File: src/rtl/debounce_sync_pkg.sv
// Shared constants for the two-channel debouncer: production defaults and
// the reduced stability window used in simulation.
package debounce_sync_pkg;

  localparam int STABLE_CYCLES_DEFAULT = 50000;
  localparam int CNT_W_DEFAULT         = 16;
  localparam int STABLE_CYCLES_SIM     = 4;

endpackage : debounce_sync_pkg

File: src/rtl/debounce_chan.sv
// One debounced channel: 2-flop synchroniser, stability counter, and
// registered clean level with one-cycle rise/fall pulses.
module debounce_chan
  import debounce_sync_pkg::*;
#(
  parameter int STABLE_CYCLES = STABLE_CYCLES_DEFAULT,
  parameter int CNT_W         = CNT_W_DEFAULT
) (
  input  logic clk,
  input  logic rst,
  input  logic raw,
  output logic level,
  output logic rise,
  output logic fall
);

  localparam logic [CNT_W-1:0] CNT_MAX = CNT_W'(STABLE_CYCLES - 1);

  logic             r_sync0;
  logic             r_sync1;
  logic [CNT_W-1:0] r_cnt;
  logic             r_level;
  logic             r_rise;
  logic             r_fall;

  always_ff @(posedge clk) begin
    if (rst) begin
      r_sync0 <= 1'b0;
      r_sync1 <= 1'b0;
      r_cnt   <= '0;
      r_level <= 1'b0;
      r_rise  <= 1'b0;
      r_fall  <= 1'b0;
    end else begin
      r_sync0 <= raw;
      r_sync1 <= r_sync0;
      r_rise  <= 1'b0;
      r_fall  <= 1'b0;
      // Any agreement with the current level restarts the stability window.
      if (r_sync1 == r_level) begin
        r_cnt <= '0;
      end else if (r_cnt == CNT_MAX) begin
        r_level <= r_sync1;
        r_rise  <= r_sync1;
        r_fall  <= ~r_sync1;
        r_cnt   <= '0;
      end else begin
        r_cnt <= r_cnt + CNT_W'(1);
      end
    end
  end

  assign level = r_level;
  assign rise  = r_rise;
  assign fall  = r_fall;

  a_pulse_excl : assert property (@(posedge clk) disable iff (rst) !(r_rise && r_fall));
  a_cnt_bound  : assert property (@(posedge clk) disable iff (rst) r_cnt <= CNT_MAX);

endmodule : debounce_chan

File: src/rtl/debounce_sync.sv
// Two independent debounced channels (A, B) feeding a downstream flip-flop
// stage; every output comes straight from a channel register.
module debounce_sync
  import debounce_sync_pkg::*;
#(
  parameter int STABLE_CYCLES = STABLE_CYCLES_DEFAULT,
  parameter int CNT_W         = CNT_W_DEFAULT
) (
  input  logic clk,
  input  logic rst,
  input  logic raw_a,
  input  logic raw_b,
  output logic a,
  output logic b,
  output logic a_rise,
  output logic a_fall,
  output logic b_rise,
  output logic b_fall
);

  debounce_chan #(
    .STABLE_CYCLES (STABLE_CYCLES),
    .CNT_W         (CNT_W)
  ) u_chan_a (
    .clk   (clk),
    .rst   (rst),
    .raw   (raw_a),
    .level (a),
    .rise  (a_rise),
    .fall  (a_fall)
  );

  debounce_chan #(
    .STABLE_CYCLES (STABLE_CYCLES),
    .CNT_W         (CNT_W)
  ) u_chan_b (
    .clk   (clk),
    .rst   (rst),
    .raw   (raw_b),
    .level (b),
    .rise  (b_rise),
    .fall  (b_fall)
  );

endmodule : debounce_sync

File: config.mk
export PLATFORM = sky130hd
export DESIGN_NAME = debounce_sync
export DESIGN_NICKNAME = d
export VERILOG_FILES = /design/src/rtl/debounce_sync_pkg.sv /design/src/rtl/debounce_chan.sv /design/src/rtl/debounce_sync.sv
export SDC_FILE = /design/constraint.sdc
export NUM_CORES = 1
export LEC_CHECK = 0
export CAP_MARGIN = 25
export CORE_AREA = 4 4 87 68
export DETAILED_ROUTE_END_ITERATION = 12
export DIE_AREA = 0 0 91 72
export DONT_BUFFER_PORTS = 1
export SYNTH_ARGS = -nofsm -noshare
export SYNTH_HDL_FRONTEND = slang
export SYNTH_SLANG_ARGS = --single-unit
File: constraint.sdc
create_clock -name clk -period 4.2 [get_ports clk]
set_clock_uncertainty 0.2 [all_clocks]
set_input_delay 0.21 -clock clk [delete_from_list [all_inputs] [get_ports clk]]
set_output_delay 0.21 -clock clk [all_outputs]
set_load 0.03 [all_outputs]
==> flow_summary_export.csv <==
group,metric,value,unit
outcome,outcome,"finished clean",
critical_path,critPathMaxStageDelay,0.46,ns
logic_synthesis,syn-cell-area,0.001725,mm²
global_routing,grt_usage,0.1044,
drt,num_vias,1260,
pwr,intPower,0.5231,mW
pwr,p_comb_frac,0.013,
critical_path,arrival,1.92,ns
drt,drtAntennaViolNets,0,
pwr,p_sw,0.1556,mW
logic_synthesis,synth_seq_cells,42,
finish,final.fill_count,524,
logic_synthesis,synth.avg_cell_area,9.178,µm²
drt,post_drt_wl_per_cell,12.14,µm
critical_path,worstSetupPathType,"flip-flop to flip-flop",
timing,maxClockFrequency,0.5105,GHz
finish,syn_to_final_growth,10.95,%
placement,portBuffers,0,
finish,n_antenna_cell,0,
floorplan,rows,23,
logic_synthesis,synth_cells,188,
global_routing,grt_pass1_wl,5582,µm
pwr,seq_power_share,0.592,
pwr,swShare,0.2292,
floorplan,io_pins,10,
clock_network,htree_levels,2,
finish,drive_gt1_frac,0.06122,
clock_network,clk_pin_slew,0.09,ns
logic_synthesis,synth_cell_type_count,26,
critical_path,slowest_stage,"nand2_1",
pwr,leakagePower,0.5514,nW
timing,slew_viol_final,0,
drt,drt_first_pass_iters,4,
logic_synthesis,seq_area_frac_synth,0.4873,
drt,vias_per_cell,4.884,
finish,top_regs,"u_chan_a.r_cnt x16, u_chan_b.r_cnt x16",
logic_synthesis,yosysTopAreaCell,"dfxtp_1",
critical_path,endpoint_kind,"flip-flop",
critical_path,start_kind,"flip-flop",
critical_path,critical_path_required,4.16,ns
clock_network,cts_tree,"built",
floorplan,start_util,0.3331,
global_routing,grt_pass1_vias,1192,
clock_network,worst_skew_pair.late_latency,0.29,ns
worst_hold_path,hp-class,"flip-flop to flip-flop",
timing,rsz0062_at_grt,"no",
drt,drt_iter0_drc,53,
placement,gp_congestion,0.7940,
placement,dp_hpwl,2186,µm
timing,fin_crit_sh,0.4664,
floorplan,die_h,72,µm
pwr,power_density,354.5,mW/mm²
clock_network,clock_path_buffers,2,
global_routing,grt_max_degree,16,
pwr,clkPwrFrac,0.395,
logic_synthesis,synthTopCellsByArea,"dfxtp_1 (49%), xnor2_1 (12%), nor2_1 (7.4%)",
critical_path,path_delay_family,"simple AND/OR/NAND/NOR gates",
floorplan,die_area,0.006552,mm²
timing,maxSlewHeadroom,0.6815,
global_routing,antenna_found_initial,0,
drt,drc,0,
floorplan,die_w,91,µm
timing,setup_viol,0,
timing,fin_setup_tns,0,ns
critical_path,r2r_slack,2.24,ns
pwr,power,0.6786,mW
clock_network,cts-buffers-inserted,5,
clock_network,clock-sinks,42,
timing,final_hold_viol_count,0,
clock_network,root_buffer,"clkbuf_8",
logic_synthesis,yosys_warnings,0,
floorplan,core-area,0.005180,mm²
timing,fin_crit,1.959,ns
critical_path,worstPathCellList,"ha_1, and3_1, nand4_1, nand2_1, nor2_1",
logic_synthesis,synth_top_area_share,0.4873,
global_routing,grt_overflow,0,
finish,fin_nets,201,
drt,wl,3133,µm
critical_path,path_buf_inv,0,
run,maxCapViolations,0,
logic_synthesis,syn-num-nets,194,
pwr,peakVddDrop,0.0001600,V
critical_path,critPathMaxFanout,14,
clock_network,cts_repair_resize_count,0,
timing,tightestPinTransition,0.4767,ns
through the flow:
step | util | area, µm² | std cells | worst slack (ns) | hold WS (ns)
6_report | 0.3696 | 1914 | 258 | 2.241 | 0.2490
5_1_grt | 0.3696 | 1914 | 258 | 2.088 | 0.2701
4_1_cts | 0.3696 | 1914 | 258 | 2.227 | 0.2507
3_5_place_dp | 0.3459 | 1792 | 247 | 2.244 | 0.08515
3_3_place_gp | 0.3459 | 1792 | 247 | 2.259 | 0.08347
2_1_floorplan | - | 1725 | 188 | 2.432 | 0.08161
synthesized netlist by cell type:
cell type and instances:
dfxtp_1 42, nor2_1 34, xnor2_1 24, nor3_1 12, nand2_1 11, nand4_1 10, nand3_1 7, nor4_1 6
inv_1 4, nor2b_1 4, nor4b_1 4, or3_1 4, xor2_1 4, and3_1 3, clkbuf_1 3, a21oi_1 2
and4b_1 2, ha_1 2, mux2i_1 2, nand3_2 2, and3_2 1, and4bb_2 1, nor4bb_1 1, o21ai_0 1
o31ai_1 1, or4_1 1
metal layers:
metal | share of wire | wire [µm] | global-route usage | up-vias
li1 | - | - | - | 667
met4 | 0.0099 | 31 | 0.03010 | 0
met2 | 0.38 | 1198 | 0.1452 | 25
met1 | 0.56 | 1767 | 0.1551 | 566
met5 | 0 | 0 | 0 | -
met3 | 0.043 | 135 | 0.03109 | 2
kinds of logic after synthesis:
group / Yosys count / synth area share
buffers and inverters: 7 / 0.01523
AOI/OAI and AO/OA: 4 / 0.01305
and+or+nand+nor: 103 / 0.3162
xor gates and xnor gates: 28 / 0.1421
adders and majority gates: 2 / 0.01450
DFF: 42 / 0.4873
muxes: 2 / 0.01160
final cells by class:
class                   instances  area, µm²  area share
flip-flops and latches         42      840.8      0.4392
clock buffers                   5      68.82     0.03595
clock inverters                 3      23.77     0.01242
repair buffers                  3      30.03     0.01569
multi-input cells             139      858.3      0.4484
well taps                      62      77.57     0.04052
inverters                       4      15.01    0.007843
final timing paths:
path / start / to / cells past startpoint
worst max-delay path: u_chan_b.r_cnt[0] / u_chan_b.r_cnt[5] / 5
worst max register to register: u_chan_b.r_cnt[0] / u_chan_b.r_cnt[5] / 5
worst min register to register: u_chan_a.r_sync0 / u_chan_a.r_sync1 / 1
worst min-delay path: u_chan_a.r_sync0 / u_chan_a.r_sync1 / 1
repair_timing:
item                                    in CTS  in global routing
hold endpoints to repair                    14                  0
endpoints found under the setup margin       0                  0
hold buffers                                 3                  0
setup buffers                                0                  0
power by group through the flow:
stage	sequential, mW	clock [mW]	combinational [mW]
after floorplan	0.411	0	0.00571
after global placement	0.411	0	0.00540
after detailed placement	0.411	0	0.00541
after CTS	0.402	0.275	0.00928
after global routing	0.402	0.293	0.0105
final	0.402	0.268	0.00900
placed cells by master (no fill, tap or decap), types with 5 or more instances in the layout:
master | synthesis | final
nor4_1 | 6 | 6
xnor2_1 | 24 | 24
clkbuf_8 | 0 | 5
nand4_1 | 10 | 10
nor2_1 | 34 | 34
dfxtp_1 | 42 | 42
nor3_1 | 12 | 12
nand3_1 | 7 | 7
nand2_1 | 11 | 11
Note: power is estimated with default switching activity, not from simulation.
